## config.mk

```make
export PLATFORM = sky130hd
export DESIGN_NAME = hazard_controller_flat
export DESIGN_NICKNAME = d
export VERILOG_FILES = /design/src/rtl/hazard_controller_if.sv /design/src/rtl/hazard_controller.sv /design/src/flat_wrapper.sv
export SDC_FILE = /design/constraint.sdc
export NUM_CORES = 1
export LEC_CHECK = 0
export ABC_AREA = 1
export CAP_MARGIN = 20
export CORE_ASPECT_RATIO = 0.6
export CORE_MARGIN = 5
export CORE_UTILIZATION = 52
export DETAILED_ROUTE_END_ITERATION = 10
export HOLD_SLACK_MARGIN = 0.03
export PLACE_DENSITY = 0.79
export SETUP_SLACK_MARGIN = 0.15
export SLEW_MARGIN = 5
export SYNTH_ARGS = -nofsm -noshare
export SYNTH_HDL_FRONTEND = slang
export SYNTH_SLANG_ARGS = --single-unit
```

## constraint.sdc

```tcl
create_clock -name clk -period 2.2 [get_ports clk]
set_clock_uncertainty 0.1 [all_clocks]
set_input_delay 0.44 -clock clk [delete_from_list [all_inputs] [get_ports clk]]
set_output_delay 0.44 -clock clk [all_outputs]
set_load 0.01 [all_outputs]
```

## src/rtl/hazard_controller_if.sv

```systemverilog
// Decode-side request and hazard-control response bundle between the pipeline
// datapath (master) and the hazard controller (slave).
interface hazard_controller_if #(
    parameter int REG_W = 4,
    parameter int CNT_W = 16
);
    logic [REG_W-1:0] RA1D;
    logic [REG_W-1:0] RA2D;
    logic [REG_W-1:0] WA3D;
    logic             RegWriteD;
    logic             MemToRegD;
    logic             BranchTakenE;
    logic [1:0]       ForwardAE;
    logic [1:0]       ForwardBE;
    logic             StallF;
    logic             StallD;
    logic             FlushD;
    logic             FlushE;
    logic [CNT_W-1:0] StallCount;

    modport master (
        output RA1D, RA2D, WA3D, RegWriteD, MemToRegD, BranchTakenE,
        input  ForwardAE, ForwardBE, StallF, StallD, FlushD, FlushE, StallCount
    );

    modport slave (
        input  RA1D, RA2D, WA3D, RegWriteD, MemToRegD, BranchTakenE,
        output ForwardAE, ForwardBE, StallF, StallD, FlushD, FlushE, StallCount
    );
endinterface

```

## src/rtl/hazard_controller.sv

```systemverilog
// Hazard/sequencing controller for a 5-stage ARM pipeline: shadows E/M/W
// register-write info to drive forwarding selects, stalls and flushes.
module hazard_controller #(
    parameter int REG_W  = 4,
    parameter int PC_REG = 15,
    parameter int CNT_W  = 16
) (
    input  logic                clk,
    input  logic                reset,
    hazard_controller_if.slave  hz
);
    localparam logic [REG_W-1:0] PC_ADDR = REG_W'(PC_REG);

    typedef struct packed {
        logic [REG_W-1:0] ra1;
        logic [REG_W-1:0] ra2;
        logic [REG_W-1:0] wa3;
        logic             reg_write;
        logic             mem_to_reg;
        logic             pc_wr;
    } ex_stage_t;

    typedef struct packed {
        logic [REG_W-1:0] wa3;
        logic             reg_write;
        logic             pc_wr;
    } wb_stage_t;

    typedef enum logic [1:0] {
        FWD_REGFILE = 2'b00,
        FWD_RESULTW = 2'b01,
        FWD_ALUM    = 2'b10
    } fwd_sel_t;

    ex_stage_t        e_q;
    wb_stage_t        m_q;
    wb_stage_t        w_q;
    logic [CNT_W-1:0] count_q;

    logic pc_wr_d;
    logic ldr_stall;
    logic pc_wr_pend;
    logic stall_f;
    logic flush_d;
    logic flush_e;

    // R15 reads the PC value held in the pipe, so it is never forwarded.
    function automatic fwd_sel_t fwd_sel(input logic [REG_W-1:0] src,
                                         input wb_stage_t m, input wb_stage_t w);
        if (src == PC_ADDR)                    return FWD_REGFILE;
        else if (m.reg_write && m.wa3 == src)  return FWD_ALUM;
        else if (w.reg_write && w.wa3 == src)  return FWD_RESULTW;
        else                                   return FWD_REGFILE;
    endfunction

    always_comb begin
        pc_wr_d    = hz.RegWriteD && (hz.WA3D == PC_ADDR);
        ldr_stall  = e_q.mem_to_reg && e_q.reg_write &&
                     ((e_q.wa3 == hz.RA1D) || (e_q.wa3 == hz.RA2D));
        pc_wr_pend = pc_wr_d || e_q.pc_wr || m_q.pc_wr;
        stall_f    = ldr_stall || pc_wr_pend;
        flush_d    = pc_wr_pend || w_q.pc_wr || hz.BranchTakenE;
        flush_e    = ldr_stall || hz.BranchTakenE;
    end

    // NOTE: outputs are gated by reset combinationally so they read 0 during the
    // reset cycle itself, not only after the clearing edge.
    always_comb begin
        hz.ForwardAE  = reset ? FWD_REGFILE : fwd_sel(e_q.ra1, m_q, w_q);
        hz.ForwardBE  = reset ? FWD_REGFILE : fwd_sel(e_q.ra2, m_q, w_q);
        hz.StallF     = stall_f   && !reset;
        hz.StallD     = ldr_stall && !reset;
        hz.FlushD     = flush_d   && !reset;
        hz.FlushE     = flush_e   && !reset;
        hz.StallCount = reset ? '0 : count_q;
    end

    // NOTE: all state uses non-blocking assignments so every stage samples the
    // pre-edge value of the stage in front of it.
    always_ff @(posedge clk) begin
        if (reset) begin
            e_q     <= '0;
            m_q     <= '0;
            w_q     <= '0;
            count_q <= '0;
        end else begin
            if (flush_e) begin
                e_q <= '0;
            end else begin
                e_q <= '{ra1: hz.RA1D, ra2: hz.RA2D, wa3: hz.WA3D,
                         reg_write: hz.RegWriteD, mem_to_reg: hz.MemToRegD,
                         pc_wr: pc_wr_d};
            end
            m_q <= '{wa3: e_q.wa3, reg_write: e_q.reg_write, pc_wr: e_q.pc_wr};
            w_q <= m_q;
            if (stall_f && count_q != '1) begin
                count_q <= count_q + CNT_W'(1);
            end
        end
    end
endmodule
```

## src/flat_wrapper.sv

```systemverilog
// flat-port wrapper written by rule: the top's interface ports become plain ports
module hazard_controller_flat 
#(
    parameter int REG_W  = 4,
    parameter int PC_REG = 15,
    parameter int CNT_W  = 16
)
  (clk, reset, hz_RA1D, hz_RA2D, hz_WA3D, hz_RegWriteD, hz_MemToRegD, hz_BranchTakenE, hz_ForwardAE, hz_ForwardBE, hz_StallF, hz_StallD, hz_FlushD, hz_FlushE, hz_StallCount);
  hazard_controller_if #(.REG_W(REG_W), .CNT_W(CNT_W)) hz_i ();
  input  logic clk;
  input  logic reset;
  input wire logic [$bits(hz_i.RA1D)-1:0] hz_RA1D;
  input wire logic [$bits(hz_i.RA2D)-1:0] hz_RA2D;
  input wire logic [$bits(hz_i.WA3D)-1:0] hz_WA3D;
  input wire logic [$bits(hz_i.RegWriteD)-1:0] hz_RegWriteD;
  input wire logic [$bits(hz_i.MemToRegD)-1:0] hz_MemToRegD;
  input wire logic [$bits(hz_i.BranchTakenE)-1:0] hz_BranchTakenE;
  output wire logic [$bits(hz_i.ForwardAE)-1:0] hz_ForwardAE;
  output wire logic [$bits(hz_i.ForwardBE)-1:0] hz_ForwardBE;
  output wire logic [$bits(hz_i.StallF)-1:0] hz_StallF;
  output wire logic [$bits(hz_i.StallD)-1:0] hz_StallD;
  output wire logic [$bits(hz_i.FlushD)-1:0] hz_FlushD;
  output wire logic [$bits(hz_i.FlushE)-1:0] hz_FlushE;
  output wire logic [$bits(hz_i.StallCount)-1:0] hz_StallCount;
  assign hz_i.RA1D = hz_RA1D;
  assign hz_i.RA2D = hz_RA2D;
  assign hz_i.WA3D = hz_WA3D;
  assign hz_i.RegWriteD = hz_RegWriteD;
  assign hz_i.MemToRegD = hz_MemToRegD;
  assign hz_i.BranchTakenE = hz_BranchTakenE;
  assign hz_ForwardAE = hz_i.ForwardAE;
  assign hz_ForwardBE = hz_i.ForwardBE;
  assign hz_StallF = hz_i.StallF;
  assign hz_StallD = hz_i.StallD;
  assign hz_FlushD = hz_i.FlushD;
  assign hz_FlushE = hz_i.FlushE;
  assign hz_StallCount = hz_i.StallCount;
  hazard_controller #(.REG_W(REG_W), .PC_REG(PC_REG), .CNT_W(CNT_W)) u_core (.clk(clk), .reset(reset), .hz(hz_i));
endmodule
```

==> results.sh <==
export IMPL_run_status="finished clean"
export IMPL_share_of_cells_above_drive_strength_1_pct=18.7
export IMPL_clockBufferDepth=2
export IMPL_ys_seq_elements=43
export IMPL_total_power_consumption_uw=1700
export IMPL_hold_class="reg -> reg"
export IMPL_drt_iter0_markers=168
export IMPL_synth_edf_count=0
export IMPL_setup_worst_path_class="reg -> out"
export IMPL_place_gp_congestion=0.850
export IMPL_port_buffer_count=40
export IMPL_drt_vias_per_instance=4.77
export IMPL_ios=41
export IMPL_std_cell_rows=18
export IMPL_max_slew_margin_rel_pct=82.5
export IMPL_area_growth_synth_to_final_pct=31.5
export IMPL_tightestPinTransition_ns=0.261
export IMPL_clock_latency_on_the_worst_skew_pair_ns=0.30
export IMPL_vdd_ir_drop_max_mv=0.358
export IMPL_crit_path_start_kind="flop"
export IMPL_cts_max_level=2
export IMPL_die_area_um2=5830
export IMPL_fmaxAchievable_mhz=494
export IMPL_whs_path_depth=2
export IMPL_fin_worst_hold_slack_ns=0.328
export IMPL_worst_slack_placed_ns=-0.435
export IMPL_synthesis_yosys_warnings=0
export IMPL_yosysUniqueCellTypes=28
export IMPL_effective_utilization_at_floorplan_pct=54.4
export IMPL_nets=429
export IMPL_cts_tree="done"
export IMPL_final_setup_tns_ns=0
export IMPL_clock_sinks=43
export IMPL_synthesis_area_per_instance_um2=6.41
export IMPL_route_vias_total=2253
export IMPL_async_flop_share_pct=0
export IMPL_grt_pass1_vias=2089
export IMPL_p_leak_uw=0.00156
export IMPL_critPathMaxFanout=3
export IMPL_layout_cells_most_common="nor2_1"
export IMPL_tritoncts_buffer_count=5
export IMPL_min_period_over_period_pct=92.1
export IMPL_clk_transition_reported_paths_ns=0.08
export IMPL_worst_setup_path_end_kind="output port"
export IMPL_synth_nets=372
export IMPL_antenna_left=0
export IMPL_power_per_cell_area_nw_per_um2=571
export IMPL_report_final_setup_viol=0
export IMPL_grt_remaining_overflow=0
export IMPL_fin_ws_ns=0.175
export IMPL_minimum_clock_period_ns=2.03
export IMPL_post_cts_hold_buffer_count=0
export IMPL_place_detailed_hpwl_um=3910
export IMPL_wl_um=5620
export IMPL_synth_area_um2=2270
export IMPL_filler_cell_count=358
export IMPL_cts_root_buf="clkbuf_8"
export IMPL_detailedRoute_firstPassIterationCount=4
export IMPL_wp_data_required_ns=1.66
export IMPL_groute_usage_overall_pct=19.8
export IMPL_detail_route_drc_violations=0
export IMPL_antenna_violations_before_repair=1
export IMPL_antenna_cells_inserted=0
export IMPL_die_height_um=61.2
export IMPL_slew_viol_final=0
export IMPL_die_w_um=95.3
export IMPL_fp_coreArea_um2=4170
export IMPL_critPathArrivalTime_ns=1.49
export IMPL_yosysSeqAreaShare_pct=37.9
export IMPL_layout_cells_most_common_list="72 x nor2_1, 65 x nand2_1, 61 x inv_1"
export IMPL_timing_hold_violations_final=0
export IMPL_timing_reg2reg_worst_path_depth=14
export IMPL_post_synth_top_flop="dfxtp_1"
export IMPL_grt_pass1_wl_um=8950
export IMPL_synth_cells=354
export IMPL_post_drt_wl_per_cell_um=11.9
export IMPL_grt_max_degree=33
export IMPL_max_cap_violations=0
export IMPL_grt_setup_unrepaired="yes"
## worst max-delay path, cell delays in order (launching register included)
cell	delay (ns)
dfxtp_2	0.36
inv_2	0.05
nand2_1	0.07
nand2_1	0.07
nor2_2	0.11
nand2_1	0.07
nand2_2	0.09
nand2_2	0.08
a21oi_2	0.13
buf_2	0.14
## metal layers
layer	GRT usage (%)	vias to the layer above	routed length [um]
met5	0	-	11
met4	6.98	2	44
li1	-	1188	-
met1	27.5	993	2900
met3	5.01	8	288
met2	30.0	62	2380
## timing repair
| item | 4_1_cts | 5_1_grt |
|---|---|---|
| setup endpoints to repair | 24 | 8 |
| resized for setup | 56 | 28 |
| pin swaps | 2 | 11 |
| buffers inserted | 1 | 1 |
## final cells by class
| type | count | area, um^2 | share of cell area, % |
|---|---|---|---|
| Inverter | 72 | 270 | 9.06 |
| Timing Repair Buffer | 61 | 528 | 17.7 |
| Clock buffer | 6 | 72.6 | 2.43 |
| Multi-Input combinational cell | 228 | 1100 | 37.0 |
| Clock inverter | 2 | 60.1 | 2.01 |
| Tap cell | 60 | 75.1 | 2.52 |
| Sequential cell | 43 | 873 | 29.3 |
## metrics by stage
step	utilization (%)	area, um^2	std cells
floorplan	-	2270	354
global placement	67.7	2820	462
detailed placement	67.7	2820	462
CTS	70.3	2930	471
global route	71.6	2980	472
finish	71.6	2980	472
## kinds of logic (layout without fill, tap and decap cells)
group                      after synthesis  in the layout  share of synthesized area [%]
xor gates and xnor gates                 4              4                           1.54
buffers and inverters                   83            141                           15.3
adders and majority gates                1              1                          0.551
and+or+nand+nor                        187            187                           36.1
DFF                                     43             43                           37.9
AOI/OAI and AO/OA                       36             36                           8.55
## path summary, 6_finish.rpt
check,from,endpoint,slack [ns]
max,u_core.e_q[6],hz_StallF,0.17
min,u_core.e_q[2],u_core.m_q[1],0.33
max reg2reg,u_core.e_q[6],u_core.count_q[14],0.38
min reg2reg,u_core.e_q[2],u_core.m_q[1],0.33
## cell usage after synthesis (all sizes together), types with 2 or more instances
cell    count  area [um^2]
xnor2       2         17.5
dfxtp      43          861
xor2        2         17.5
nand4       5         46.3
inv        72          270
o21ai       3         15.0
buf         7         62.6
nor2       78          315
nor3        3         15.0
o22ai       5         31.3
clkbuf      4         15.0
nand2      73          287
a21oi      25          125
nand3      25          135
## flip-flops by register name, indices dropped and copies added (netlist names)
register,flops
u_core.count_q,16
u_core.e_q,15
u_core.m_q,6
u_core.w_q,6
## power breakdown
group | switching, uW | total, uW | leakage, uW | internal, uW
clock network | 277 | 731 | 0.0000654 | 454
logic | 87.9 | 165 | 0.00114 | 76.8
registers | 14.9 | 809 | 0.000353 | 794
No activity file was read; power rests on OpenSTA's default activity.
